==> config.mk <==
export PLATFORM = sky130hd
export DESIGN_NAME = fir_out_collector
export DESIGN_NICKNAME = d
export VERILOG_FILES = /design/src/rtl/fir_out_collector.sv
export SDC_FILE = /design/constraint.sdc
export NUM_CORES = 1
export LEC_CHECK = 0
export CAP_MARGIN = 10
export CORE_AREA = 2 2 156 197
export DETAILED_ROUTE_END_ITERATION = 10
export DIE_AREA = 0 0 158 199
export PLACE_DENSITY = 0.53
export SETUP_SLACK_MARGIN = 0.1
export SYNTH_ARGS = -nofsm -noshare
export SYNTH_HDL_FRONTEND = slang
export SYNTH_SLANG_ARGS = --single-unit
==> constraint.sdc <==
create_clock -name CLK -period 2.4 [get_ports CLK]
set_input_delay 0.48 -clock CLK [delete_from_list [all_inputs] [get_ports CLK]]
set_output_delay 0.48 -clock CLK [all_outputs]
set_load 0.02 [all_outputs]
==> src/rtl/fir_out_collector.sv <==
// fir_out_collector: sink for the FIR output stream.
// Buffers accepted samples in a DEPTH-entry FIFO for a downstream reader and
// keeps a saturating sample count and a rotate-XOR checksum of the stream.
// DONE is raised once N_SAMPLES samples have been accepted. After that the
// input side is frozen, while reads can still drain the FIFO.
//
// Ports
//   CLK       clock, rising edge
//   RST       asynchronous active-high reset
//   VIN/DIN   input sample valid / two's-complement sample (from filter)
//   RD_EN     pop request from the reader
//   RD_DATA   popped sample, valid the cycle after the pop
//   RD_VALID  RD_DATA holds a sample popped on the previous cycle
//   EMPTY     FIFO holds no samples
//   FULL      FIFO holds DEPTH samples
//   OVERFLOW  sticky: at least one accepted sample could not be buffered
//   COUNT     samples accepted since reset (saturating)
//   CHECKSUM  rolling checksum of accepted samples
//   DONE      sticky: COUNT reached N_SAMPLES
module fir_out_collector #(
  parameter int unsigned DW        = 11,
  parameter int unsigned DEPTH     = 16,
  parameter int unsigned N_SAMPLES = 1024
) (
  input  logic          CLK,
  input  logic          RST,
  input  logic          VIN,
  input  logic [DW-1:0] DIN,
  input  logic          RD_EN,
  output logic [DW-1:0] RD_DATA,
  output logic          RD_VALID,
  output logic          EMPTY,
  output logic          FULL,
  output logic          OVERFLOW,
  output logic [15:0]   COUNT,
  output logic [31:0]   CHECKSUM,
  output logic          DONE
);

  localparam int unsigned AW = $clog2(DEPTH);
  localparam int unsigned PW = AW + 1;

  typedef enum logic [1:0] {
    S_IDLE = 2'd0,
    S_RUN  = 2'd1,
    S_DONE = 2'd2
  } state_t;

  state_t          r_state;
  state_t          w_state_nxt;

  logic [PW-1:0]   r_wr_ptr;
  logic [PW-1:0]   r_rd_ptr;
  logic [PW-1:0]   w_wr_ptr_nxt;
  logic [PW-1:0]   w_rd_ptr_nxt;
  logic [DW-1:0]   r_mem [DEPTH];

  logic [DW-1:0]   r_rd_data;
  logic            r_rd_valid;
  logic            r_empty;
  logic            r_full;
  logic            r_overflow;
  logic [15:0]     r_count;
  logic [31:0]     r_checksum;
  logic            r_done;

  logic            w_accept;
  logic            w_last;
  logic            w_pop;
  logic            w_push;
  logic            w_drop;
  logic [15:0]     w_count_nxt;
  logic [31:0]     w_checksum_nxt;
  logic [31:0]     w_din_sext;

  // Next-state logic and per-cycle datapath decisions
  always_comb begin
    w_state_nxt    = r_state;
    w_accept       = 1'b0;
    w_last         = 1'b0;
    w_pop          = 1'b0;
    w_push         = 1'b0;
    w_drop         = 1'b0;
    w_din_sext     = 32'($signed(DIN));
    w_count_nxt    = r_count;
    w_checksum_nxt = r_checksum;

    // Input is only taken while not yet done
    w_accept = VIN && (r_state != S_DONE);
    // Compare in 32 bits so N_SAMPLES above 16 bits never matches
    w_last   = w_accept && ((32'(r_count) + 32'd1) == 32'(N_SAMPLES));

    unique case (r_state)
      S_IDLE: if (w_accept) w_state_nxt = w_last ? S_DONE : S_RUN;
      S_RUN:  if (w_last)   w_state_nxt = S_DONE;
      S_DONE: w_state_nxt = S_DONE;
      default: w_state_nxt = S_IDLE;
    endcase

    // A pop on a full FIFO frees the slot the same-cycle write reuses;
    // a pop on an empty FIFO is ignored (no fall-through)
    w_pop  = RD_EN && !r_empty;
    w_push = w_accept && (!r_full || w_pop);
    w_drop = w_accept && r_full && !w_pop;

    if (w_accept) begin
      w_count_nxt    = (r_count == 16'hFFFF) ? r_count : r_count + 16'd1;
      w_checksum_nxt = {r_checksum[30:0], r_checksum[31]} ^ w_din_sext;
    end
  end

  assign w_wr_ptr_nxt = r_wr_ptr + PW'(w_push);
  assign w_rd_ptr_nxt = r_rd_ptr + PW'(w_pop);

  // State, pointers, flags and counters
  always_ff @(posedge CLK or posedge RST) begin
    if (RST) begin
      r_state    <= S_IDLE;
      r_wr_ptr   <= '0;
      r_rd_ptr   <= '0;
      r_rd_data  <= '0;
      r_rd_valid <= 1'b0;
      r_empty    <= 1'b1;
      r_full     <= 1'b0;
      r_overflow <= 1'b0;
      r_count    <= '0;
      r_checksum <= '0;
      r_done     <= 1'b0;
    end else begin
      r_state    <= w_state_nxt;
      r_wr_ptr   <= w_wr_ptr_nxt;
      r_rd_ptr   <= w_rd_ptr_nxt;
      r_rd_valid <= w_pop;
      if (w_pop) r_rd_data <= r_mem[r_rd_ptr[AW-1:0]];
      // Flags track the pointer values being registered this edge
      r_empty    <= (w_wr_ptr_nxt == w_rd_ptr_nxt);
      r_full     <= ((w_wr_ptr_nxt - w_rd_ptr_nxt) == PW'(DEPTH));
      if (w_drop) r_overflow <= 1'b1;
      r_count    <= w_count_nxt;
      r_checksum <= w_checksum_nxt;
      r_done     <= (w_state_nxt == S_DONE);
    end
  end

  // FIFO storage; contents are discarded on reset via the pointers
  always_ff @(posedge CLK) begin
    if (w_push) r_mem[r_wr_ptr[AW-1:0]] <= DIN;
  end

  assign RD_DATA  = r_rd_data;
  assign RD_VALID = r_rd_valid;
  assign EMPTY    = r_empty;
  assign FULL     = r_full;
  assign OVERFLOW = r_overflow;
  assign COUNT    = r_count;
  assign CHECKSUM = r_checksum;
  assign DONE     = r_done;

endmodule

Word level (Yosys, flattened, before mapping) --
Memories as Yosys holds them, arrays and structs flattened. A register that Yosys moved wholly into a read port is not among the register bits. Index checks and enable logic that the tools add are counted.
Storage, ports and cells: register bits after elaboration 65, latch bits 0, bits in writable memories 176, memory bits (read-only) 0, input port bits 15, output and inout bits 64, word-level logic and storage cells 44, memories kept 1
Operators by class: add/sub/neg operators 5, $mul 0, divide/modulo/power cells 0, magnitude comparators 0, eq/ne operators 8, shifts and indexed selects 0, mux-type cells 6, bitwise gates (word level) 2, reductions and logical operators 12
Memories:
- r_mem | depth 16, width 11, rd ports 1, clocked after memory_dff 1, wr ports 1, RTL line 56 | logic [DW-1:0] r_mem [DEPTH];
Operator list (count):
- $xor A32 B32 Y32 | 1
- $add A16 B1 Y17 const B | 1
- $eq A17 B11 Y1 const B | 1
- $add A16 B1 Y16 const B | 1
- $eq A16 B16 Y1 const B | 1
- $add A5 B1 Y5 | 2
- $logic_and A1 B1 Y1 | 6
- $mux W2 | 3
- $pmux W2 S3 | 1
- $eq A5 B5 Y1 | 1
- $eq A5 B5 Y1 const B | 1
- $sub A5 B5 Y5 | 1
- $eq A2 B2 Y1 const B | 2
- $logic_not A1 Y1 | 3
- $eq A2 B1 Y1 const B | 1
- $logic_not A2 Y1 | 1
- $mux W1 | 2
- $ne A2 B2 Y1 const B | 1
- $reduce_and A2 Y1 | 1
- $logic_or A1 B1 Y1 | 1
- $not A1 Y1 | 1

Logic depth before layout (Yosys ltp) --
Gate-level depths: netlist (run 1).
word-level depth 7, depth in mapped cells 12, gate-level depth less buffers 11

Worst setup path before layout (run 1) --
No wires, ideal clock.
path kind register to register, start point register r_empty (netlist: EMPTY), end point register r_full (netlist: FULL), setup time 0.077 ns, data arrival time 2.569 ns, data required time 2.323 ns, path slack -0.247 ns, stages on the path, launching flop included 13, path buffers 1, period minus slack after synthesis 2.647 ns, path through dfstp_2 > nand2b_1 > inv_1 > clkbuf_1 > ha_1 > ha_1 > inv_1 > ha_1 > nor2b_1 > o21ai_0 > nand2b_1 > or3_1 > a21oi_1
Between the ends: elaborated cells on any way between the ends 8, those cells by class add/sub (3); eq/ne (1); reduce/logical (4)
RTL lines:
- start, declared | RTL line 60 | logic r_empty;
- start signal, assigned | RTL line 136 | r_empty <= (w_wr_ptr_nxt == w_rd_ptr_nxt);
- $logic_not A1 Y1 | RTL line 102 | w_pop = RD_EN && !r_empty;
- $logic_and A1 B1 Y1 | RTL line 102
- net w_pop | RTL line 69 | logic w_pop;
- $add A5 B1 Y5 | RTL line 113 | assign w_rd_ptr_nxt = r_rd_ptr + PW'(w_pop);
- net w_rd_ptr_nxt[1] | RTL line 55 | logic [PW-1:0] w_rd_ptr_nxt;
- $sub A5 B5 Y5 | RTL line 137 | r_full <= ((w_wr_ptr_nxt - w_rd_ptr_nxt) == PW'(DEPTH));
- $eq A5 B5 Y1 | RTL line 137
- end signal, assigned | RTL line 137
- end, declared | RTL line 61 | logic r_full;
The timed path passes the listed nets, and every way through them passes these cells. A chain may end at the register's enable or synchronous reset.

Worst setup path in the final report (run 1) --
start point register r_empty (netlist: EMPTY), end point register r_full (netlist: FULL)
Between the ends: cells in the longest elaborated chain, start to end 7, elaborated cells on any way between the ends 8, those cells by class add/sub (3); eq/ne (1); reduce/logical (4)
RTL lines:
- $logic_not A1 Y1 | RTL line 102
- $logic_and A1 B1 Y1 | RTL line 102
- $logic_or A1 B1 Y1 | RTL line 103 | w_push = w_accept && (!r_full || w_pop);
- $logic_and A1 B1 Y1 | RTL line 103
- $add A5 B1 Y5 | RTL line 112 | assign w_wr_ptr_nxt = r_wr_ptr + PW'(w_push);
- net w_wr_ptr_nxt[1] | RTL line 54 | logic [PW-1:0] w_wr_ptr_nxt;
- $sub A5 B5 Y5 | RTL line 137
- $eq A5 B5 Y1 | RTL line 137
The timed path passes the listed nets, and every way through them passes these cells.

==> results by stage, run 1 <==
Status:
- The flow ran to the end, and the final reports show no timing, DRC or antenna violations.

Global route:
- The number of antenna violations at the first check in global routing came to 0.
- The first global-routing pass estimated 36.1 mm of wire.
- Global routing used 15.0% of the available tracks across all layers.
- Global routing finished with a remaining overflow of 0.
- Entering global routing, the biggest net connects 77 pins.
- The via count of the first global-routing pass is 6,278.

Route:
- For this block, the routed nets add up to 22.9 mm of wire.
- In the routed design, unresolved DRC markers number 0.
- The post-route antenna net violation count is 0.
- The count of TritonRoute iterations in the first routing pass is 4.
- After detailed routing, the average wire length per cell comes to 19.4 um.
- The vias per cell is 4.86.
- The final route contains 5,722 vias.
- The number of DRC markers in iteration 0 is 363.

Critical path:
- The type of the worst setup path is reg2reg.
- The launch instance of the worst register-to-register path is EMPTY$_DFF_PP1_.
- The number of cells on the worst reg-to-reg path is 10.
- The data arrival time at the worst-slack endpoint is 2710 ps.
- The slack of the worst reg-to-reg path is 140 ps.
- The element type at the critical path end is a flip-flop.
- The startpoint kind of the worst setup timing path is a flip-flop.
- In this run the critical register-to-register path is captured at FULL$_DFF_PP0_.
- At the worst endpoint, the required time is 2850 ps.
- In this run the worst path has a maximum fanout of 4.

Yosys:
- The share of flip-flops with an asynchronous set or reset after synthesis is 30.2%.
- The register bit count reported by yosys is 252.
- Dividing the synthesized area by the synthesized cell count gives 16.6 um2.
- Synthesis instantiated 41 different standard cells from the library.
- The total nets after synthesis is 642.
- The warning count from the yosys run is 0.
- The number of flops mapped to enable cells by yosys is 176.
- The most used flip-flop cell after synthesis is edfxtp_1.
- The combined area of all synthesized cells is 10,200 um2.
- The share of the yosys chip area belonging to registers is 70.2%.
- In the synthesized netlist, the number of instances is 617.

Placed design:
- Including well taps, the total number of placed cells is 1,125.
- The final HPWL from detailed placement is 15.1 mm.
- The routability congestion estimate from global placement is 0.831.
- The number of buffers added on ports is 78.

CTS:
- The deepest clock path buffer count is 3.
- The clock slew seen by the registers of the worst setup and hold paths is 60 ps.
- The count of H-tree levels built during CTS is 1.
- After clock tree synthesis, the flow added hold-fix buffers numbering 0.
- Counting every sink on the clock net gives 252.
- TritonCTS created 25 clock buffers.
- The later pin in the worst-skew pair is clocked with a latency of 530 ps.
- The CTS tree is yes.
- The root buffer cell chosen for the clock tree is clkbuf_16.

Timing:
- Setup repair after global routing could not meet its margin everywhere.
- The setup skew after layout is 9.29 ps.
- The share of the clock period used by the worst path is 94.1%.
- Setup violations remaining at the end of the flow were counted as 0.
- The final count of hold timing violations is 0.
- The max-slew violation count came to 0.
- The transition at the pin with the smallest max-transition slack is 659 ps.
- The worst pin sits at a relative slew slack of 56.0%.
- The sum of negative setup slack is 0 ps.
- The time the worst path needs with I/O delays and setup is 2260 ps.
- Timing would allow up to 0.443 GHz.

Floorplan:
- The die covers 31,400 um2.
- The vertical die dimension is 199 um.
- The area of the placeable core is 29,700 um2.
- The initial standard-cell utilization of the core is 34.5%.
- The count of pins on the block boundary is 79.
- The overall die width is 158 um.
- The standard-cell row count is 71.

Layout:
- The top cell types in the final layout, fill and taps aside, are 176 x edfxtp_1, 79 x nand2_1, 77 x clkdlybuf4s50_1, 73 x dfrtp_1, 58 x buf_4.
- The count of cells in the finished layout, fillers not included, comes to 1,177.
- The final net count is 782.
- The ratio of cells with drive above 1 in the final layout is 24.9%.
- Relative to the synthesized area, the layout overhead comes to 27.3%.
- The antenna diode count is 0.
- The library cell used most frequently in the layout, excluding fill and tap cells, is edfxtp_1.

Power:
- The power per standard cell area is 1190 nW/um2.
- In this run the static leakage power is 0.00461 uW.
- The maximum ir drop on the vdd rail is 0.655 mV.

Hold path:
- The worst min-delay path category is in2async.

Run:
- The count of max-cap constraint violations is 0.
routing by layer:
metal,wire length [um],track usage [%],up-vias
met5,0,0,-
li1,-,-,2610
met4,520,4.14,0
met3,1080,2.57,37
met2,11900,26.8,143
met1,9380,18.7,2932
logic make-up (layout without fill, tap and decap cells):
group | after synthesis | in the layout | share of synthesized area, %
flops | 252 | 252 | 70.2
simple gates | 155 | 155 | 6.82
mux | 59 | 59 | 12.5
xor+xnor | 57 | 57 | 4.88
compound gates | 47 | 47 | 2.52
buf+inv | 37 | 196 | 1.79
fa+ha+maj | 10 | 10 | 1.22
final cells by class:
| class | count | area, um2 |
|---|---|---|
| clock buffer | 31 | 678 |
| clock inverter | 15 | 205 |
| fill | 2667 | 16600 |
| inverter | 7 | 32.5 |
| multi-input combinational | 328 | 3060 |
| sequential | 252 | 7190 |
| tap | 401 | 502 |
| timing repair buffer | 143 | 1360 |
cell usage after synthesis (9+ instances only):
| library cell | number | area share (%) |
|---|---|---|
| xnor2_1 | 47 | 4.0 |
| mux4_2 | 55 | 12 |
| nor3_1 | 9 | 0.44 |
| nor2_1 | 25 | 0.92 |
| nand2_1 | 80 | 2.9 |
| xor2_1 | 10 | 0.86 |
| nand3_1 | 13 | 0.64 |
| dfrtp_1 | 75 | 18 |
| clkbuf_1 | 15 | 0.55 |
| edfxtp_1 | 176 | 52 |
| ha_1 | 10 | 1.2 |
| o21ai_0 | 36 | 1.8 |
worst max-delay path by stage:
stage	from	endpoint	cells after the start
floorplan	EMPTY$_DFF_PP1_	FULL$_DFF_PP0_	12
global placement	RD_EN	FULL$_DFF_PP0_	11
detailed placement	RD_EN	FULL$_DFF_PP0_	11
CTS	EMPTY$_DFF_PP1_	FULL$_DFF_PP0_	11
global route	EMPTY$_DFF_PP1_	FULL$_DFF_PP0_	10
finish	EMPTY$_DFF_PP1_	FULL$_DFF_PP0_	10
critical path: stages (launching register included):
cell	delay, ps
dfstp_2	520
nand2b_4	170
a21oi_4	80
ha_4	170
ha_4	280
ha_4	200
nor2b_4	130
o21ai_2	110
nand2b_1	80
or3_1	330
a21oi_2	130
through the flow:
| stage | hold slack [ps] | util, % | worst slack (ps) | instance area (um2) | power, uW |
|---|---|---|---|---|---|
| 2_1_floorplan | 460 | - | -155 | 10300 | 9030 |
| 3_3_place_gp | 452 | 40.2 | -477 | 11900 | 10900 |
| 3_5_place_dp | 470 | 40.2 | -588 | 11900 | 11000 |
| 4_1_cts | 446 | 43.6 | 27.9 | 12900 | 15500 |
| 5_1_grt | 440 | 43.9 | 50.1 | 13000 | 16300 |
| 6_report | 421 | 43.9 | 142 | 13000 | 15500 |
sequential cells by signal, summed over array words and instances (netlist names):
name      flops
r_mem       176
CHECKSUM     32
COUNT        16
RD_DATA      11
r_rd_ptr      5
r_wr_ptr      5
r_state       2
DONE          1
EMPTY         1
FULL          1
OVERFLOW      1
RD_VALID      1
where the power goes:
group | total (uW) | internal, uW | switching, uW | leakage, uW
clock network | 4170 | 2540 | 1630 | 0.000429
logic | 5300 | 2770 | 2530 | 0.00167
registers | 5990 | 5390 | 603 | 0.00252
what timing repair did:
item,4_1_cts,5_1_grt
pin swaps,8,11
buffers inserted,3,3
setup endpoints to repair,1,1
resized for setup,17,10
cloned,0,0
Power figures use the tool's default switching activity.
==> inputs of run 2 (changes only) <==
Settings changed: CORE_AREA 2 2 156 197 to 2 2 129 162, DIE_AREA 0 0 158 199 to 0 0 131 164, PLACE_DENSITY 0.53 to 0.74.
==> results by stage, run 2 (synthesized netlist as in run 1, its figures left out) <==
Timing:
- The worst slack on hold paths is 388 ps.
- The maximum frequency from static timing analysis is 0.419 GHz.
- Setup repair after global routing could not meet its margin everywhere.
- The smallest clock period supported by the final layout is computed as 2380 ps.
- The worst pin sits at a relative slew slack of 59.1%.
- The share of the clock period used by the worst path is 99.3%.
- The transition at the pin with the smallest max-transition slack is 611 ps.
- For the final routed database, the setup TNS stands at 0 ps.
- The final count of hold timing violations is 0.
- Across the routed clock network, the largest skew measured is 13.7 ps.
- Setup violations remaining at the end of the flow were counted as 0.
- The max-slew violation count is 0.

Power:
- The fraction of power consumed by the clock network is 25.6%.
- The completed layout was analyzed and its total power is 15,300 uW.
- Per report_power, the sequential group accounts for 39.0% of the total.
- For this design the static power due to leakage is 0.00456 uW.
- The total net switching power is 4700 uW.
- The internal power of the cells totals 10,600 uW.
- The switching power as a share of total power is 30.8%.
- In this run, the combinational gates consume 35.4% of the power.
- The maximum ir drop on the vdd rail is 0.715 mV.
- Power spread over the standard cell area amounts to 1200 nW/um2.

Layout:
- The finished layout holds 1,044 standard cells, fillers aside.
- Relative to the synthesized area, the layout overhead comes to 24.5%.
- The repair_antennas step left the layout with diodes totalling 0.
- The library cells used most frequently in the layout, excluding fill and tap cells, are 176 x edfxtp_1, 79 x nand2_1, 78 x clkdlybuf4s50_1, 74 x dfrtp_1, 63 x buf_4.
- The register with the most flip-flops in the layout has 176 of them.
- The most frequent standard cell in the layout excluding fill and tap cells is edfxtp_1.
- The ratio of cells with drive above 1 in the final layout is 24.3%.
- The final net count is 782.

Route:
- For this block, the initial DRC count from the detailed router was 485.
- The total via count in the routed design is 5,654.
- The length of routed wiring on met1 is 8.43 mm.
- The vias per cell is 5.42.
- Wires add up to 20.5 mm.
- The met3 routed wirelength is 1.29 mm.
- Before antenna repair, the detailed router went through 5 iterations.
- The number of remaining DRC errors is 0.
- The count of nets left with antenna violations once routing finished came out at 0.
- Wire segments on met2 add up to 10.5 mm in the final route.
- The top layer reached by signal wires is met4.
- The final routed wire length divided by cell count is 19.6 um.

Placed design:
- Detailed placement finished with a half-perimeter wire length of 13.6 mm.
- The number of placed instances with taps included is 988.
- The number of buffers added on ports is 78.
- The routability congestion estimate from global placement is 0.811.

Global route:
- Entering global routing, the biggest net connects 69 pins.
- The number of antenna violations at the first check in global routing is 0.
- The via count of the first global-routing pass is 6,024.
- For this run the aggregate overflow at the end of global routing stands at 0.
- The global-route wire length before repair is 32.9 mm.
- The global router's overall resource usage is 20.0%.

CTS:
- The clock slew seen by the registers of the worst setup and hold paths is 70 ps.
- The deepest clock path buffer count is 3.
- The number of buffers added by the clock tree synthesis step is 24.
- The clock sink count is 252.
- The clock latency on the worst-skew pair is 520 ps.
- CTS built an H-tree with a depth of 1.
- In this run the clock root is driven by a clkbuf_16.
- The CTS tree is yes.

Floorplan:
- The total area inside the core boundary comes to 20,000 um2.
- Row generation in the floorplan step produced 58 rows.
- The count of pins on the block boundary is 79.
- The die covers 21,500 um2.
- From bottom edge to top edge, the die measures 164 um.
- From left edge to right edge, the die measures 131 um.
- The initial utilization of the core area, before any placement, comes to 51.3%.

Status:
- The run finished with clean final reports.

Critical path:
- STA classifies the critical path endpoint as a flip-flop.
- The highest fanout seen on the critical path is 4.
- The startpoint kind of the worst setup timing path is a flip-flop.
- The worst setup path is of the reg2reg kind.
- The data arrival time at the worst-slack endpoint is 2830 ps.
- For the worst setup path, the data required time is 2850 ps.

Hold path:
- The worst hold path belongs to the class in2async.

Run:
- Across the run, the number of max-cap violations was 0.
## run 2: cell types whose count changed in the layout (fill, tap and decap cells not counted), moves of 2 or more
| cell | change |
|---|---|
| buf_4 | +5 |
| buf_12 | -4 |
| nor3_1 | +3 |
| nor3_2 | -3 |
| bufinv_16 | -2 |
| clkbuf_8 | -2 |
## run 2: worst paths after layout
kind                            cells after the start                   start  slack [ps]                        to
worst max-delay path                               11         EMPTY$_DFF_PP1_          20            FULL$_DFF_PP0_
worst min-delay path                                3                     RST         390  CHECKSUM[23]$_DFFE_PP0P_
worst max register to register                     11         EMPTY$_DFF_PP1_          20            FULL$_DFF_PP0_
max in group asynchronous                           3                     RST        1670    RD_DATA[9]$_DFFE_PP0P_
min in group CLK                                    2  RD_DATA[0]$_DFFE_PP0P_         480    RD_DATA[0]$_DFFE_PP0P_
worst min register to register                      2  RD_DATA[0]$_DFFE_PP0P_         480    RD_DATA[0]$_DFFE_PP0P_
## run 2: layer usage
metal	global-route usage, %	vias to the layer above
met5	0	-
met2	33.6	172
met1	26.9	2863
met3	3.88	24
li1	-	2595
met4	5.51	0
## run 2: power by group through the flow
stage | registers, uW | logic (uW) | clock network, uW
after global routing | 6050 | 5790 | 4150
after global placement | 5960 | 4670 | 0
after detailed placement | 5990 | 4850 | 0
final | 5960 | 5400 | 3910
after CTS | 5940 | 5080 | 3970
after floorplan | 6190 | 2850 | 0
## run 2: worst max-delay path, stage by stage, from the launching register on
cell      delay [ps]
dfstp_2          530
nand2b_4         160
inv_4             50
ha_4             160
ha_4             270
inv_2             40
ha_4             230
nor2b_4          120
o21ai_2          140
nand2b_1         120
or3_4            350
a21oi_2          130
## run 2: layout make-up
class / instances / area [um2]
multi-input cells: 328 / 3030
clock inverters: 14 / 159
clock buffers: 29 / 672
inverters: 7 / 32.5
fillers: 1368 / 7220
flip-flops and latches: 252 / 7190
repair buffers: 144 / 1310
well taps: 270 / 338
## run 2: stage by stage
stage	instance area (um2)	utilization, %	setup WS [ps]
global placement	11700	58.4	-469
floorplan	10300	-	-155
finish	12700	63.8	16.1
global route	12700	63.8	-83.6
CTS	12600	63.1	-15.4
detailed placement	11700	58.4	-602
## run 2: what timing repair did
action / 4_1_cts / 5_1_grt
setup endpoints to repair: 1 / 1
pin swaps: 7 / 7
buffers inserted: 4 / 9
hold buffers: 0 / 0
resized for setup: 15 / 10
==> inputs of run 3 (changes only) <==
Settings changed: CORE_AREA 2 2 129 162 to 2 2 184 232, DIE_AREA 0 0 131 164 to 0 0 186 234, PLACE_DENSITY 0.74 to not set.
==> results by stage, run 3 (synthesized netlist as in run 1, its figures left out) <==
Floorplan:
- The area of the placeable core is 41,500 um2.
- The vertical die dimension is 234 um.
- For this design the top-level I/O count stands at 79.
- The initial utilization of the core area, before any placement, comes to 24.7%.
- The standard-cell row count is 84.
- The overall die width is 186 um.
- The floorplan die area is 43,500 um2.

Layout:
- After filler insertion, the fill cell instance count of the layout stands at 4,037.
- 0 antenna diodes ended up in the layout.
- The area growth from synthesis to layout is 28.1%.
- The filler-free cell count of the finished design is 1,335.
- The register with the most flip-flops in the layout has 176 of them.
- In the layout the commonest cells are 176 x edfxtp_1, 79 x nand2_1, 77 x clkdlybuf4s50_1, 73 x dfrtp_1, 59 x buf_4.
- The final net count is 783.
- The ratio of cells with drive above 1 in the final layout is 24.4%.
- The most frequent standard cell in the layout excluding fill and tap cells is edfxtp_1.

Critical path:
- The number of buffers and inverters on the critical path is 2.
- The slack of the worst reg-to-reg path is 110 ps.
- The number of cells on the worst reg-to-reg path is 11.
- The startpoint kind of the worst setup timing path is a flip-flop.
- The logic depth of the worst setup path including buffers is 11.
- The worst setup path is captured at a flip-flop.
- Along the worst path, the maximum fanout reaches 3.
- On the worst path, the slowest cell contributes a delay of 530 ps.
- The worst register-to-register path ends at FULL$_DFF_PP0_.
- The required time of the critical path is 2850 ps.
- The cell family with the largest share of critical-path delay is simple AND/OR/NAND/NOR gates.
- The most numerous cell type found on the critical path is ha_4.
- The critical path in this run is classified as reg2reg.
- The data arrival time at the worst-slack endpoint is 2740 ps.
- The signal on the critical path passes through nand2b_4 -> inv_4 -> ha_4 -> ha_4 -> inv_2 -> ha_4 -> nor2b_4 -> o21ai_2 -> nand2b_1 -> or3_1 -> a21oi_1.
- The largest individual stage delay along the critical path comes from the cell dfstp_2.
- The launch instance of the worst register-to-register path is EMPTY$_DFF_PP1_.

Route:
- The post-route antenna net violation count is 0.
- The final routed wire length divided by cell count is 17.2 um.
- Detailed routing inserted a total of 5,610 vias.
- After detailed routing, the total wire length is 23.0 mm.
- The number of DRC markers in iteration 0 is 217.
- The number of remaining DRC errors is 0.
- Before antenna repair, the detailed router went through 4 iterations.
- The vias per cell is 4.20.

Timing:
- The worst path uses 95.2% of the clock period.
- Setup repair after global routing could not meet its margin everywhere.
- The max-slew violation count is 0.
- For the final routed database, the setup TNS stands at 0 ps.
- The worst slew margin relative to its limit is 52.6%.
- Setup violations remaining at the end of the flow were counted as 0.
- At the pin with the least slew margin, the transition time is 708 ps.
- The routed design could run at a clock period as short as 2290 ps.
- The setup skew after layout is 11.7 ps.
- The final count of hold timing violations is 0.
- The maximum frequency from static timing analysis is 0.438 GHz.

CTS:
- The clock latency on the worst-skew pair is 520 ps.
- The buffer type at the clock tree root is clkbuf_16.
- No sink is reached through more buffers than the 3 on the longest clock path.
- Hold repair after CTS inserted 0 buffers.
- TritonCTS built the clock tree.
- The clock sink count is 252.
- In this run the number of H-tree levels came out at 1.
- Counting the buffers created by CTS gives 25.
- The clock slew seen by the registers of the worst setup and hold paths is 70 ps.

Status:
- The flow ran to the end, and the final reports show no timing, DRC or antenna violations.

Hold path:
- The worst min-delay path category is in2async.

Global route:
- The via count of the first global-routing pass is 6,061.
- For this run, the total global-route usage over all layers was measured as 10.8%.
- After global routing the overflow that remains totals 0.
- The first global-routing pass estimated 35.9 mm of wire.
- The largest net degree at the start of global routing is 77.
- The number of antenna violations at the first check in global routing is 0.

Placed design:
- The number of placed instances with taps included is 1,286.
- The HPWL after detailed placement is 15.5 mm.
- The routability congestion estimate from global placement is 0.790.
- The number of buffers added on ports is 78.

Run:
- The tool flagged a number of max-cap violations equal to 0.

Power:
- VDD sags by at most 0.578 mV.
- The power per standard cell area is 1150 nW/um2.
- Summed over all cells, the static leakage comes to 0.00457 uW.
-- run 3: power breakdown --
part | switching [uW] | internal [uW]
Sequential | 579 | 5380
Combinational | 2490 | 2780
Clock | 1590 | 2270
-- run 3: worst max-delay path by stage --
stage,start,endpoint,slack (ps)
finish,EMPTY$_DFF_PP1_,FULL$_DFF_PP0_,110
global route,EMPTY$_DFF_PP1_,FULL$_DFF_PP0_,-20
CTS,EMPTY$_DFF_PP1_,FULL$_DFF_PP0_,110
detailed placement,RD_EN,FULL$_DFF_PP0_,-530
global placement,RD_EN,FULL$_DFF_PP0_,-490
floorplan,EMPTY$_DFF_PP1_,FULL$_DFF_PP0_,-160
-- run 3: worst min-delay path, stage by stage --
cell and delay [ps]:
clkdlybuf4s50_1 440, clkinvlp_4 90, buf_12 360
-- run 3: per-layer routing --
layer | global-route usage, % | share of wire [%] | vias to the layer above
li1 | - | - | 2593
met1 | 13.0 | 41 | 2877
met2 | 19.3 | 52 | 111
met3 | 2.13 | 4.8 | 29
met4 | 3.40 | 2.1 | 0
met5 | 0 | 0 | -
-- run 3: repair_timing --
| item | 4_1_cts | 5_1_grt |
|---|---|---|
| pin swaps | 3 | 9 |
| resized for setup | 10 | 10 |
| setup endpoints to repair | 1 | 1 |
| buffers inserted | 3 | 1 |
-- run 3: metrics by stage --
| stage | hold slack, ps | total power, uW | area [um2] | setup slack, ps | util [%] |
|---|---|---|---|---|---|
| floorplan | 460 | 9030 | 10300 | -155 | - |
| CTS | 454 | 15100 | 13000 | 107 | 31.4 |
| global route | 493 | 16000 | 13100 | -19.7 | 31.6 |
| detailed placement | 462 | 11100 | 12100 | -533 | 29.2 |
| global placement | 454 | 11000 | 12100 | -491 | 29.2 |
| finish | 433 | 15100 | 13100 | 114 | 31.6 |
-- run 3: area by class of cell --
class | count | area (um2) | share of cell area [%]
clock inverter | 7 | 63.8 | 0.487
clock buffer | 38 | 754 | 5.75
sequential | 252 | 7190 | 54.8
multi-input combinational | 328 | 3010 | 23.0
inverter | 7 | 32.5 | 0.248
tap | 559 | 699 | 5.33
timing repair buffer | 144 | 1360 | 10.4
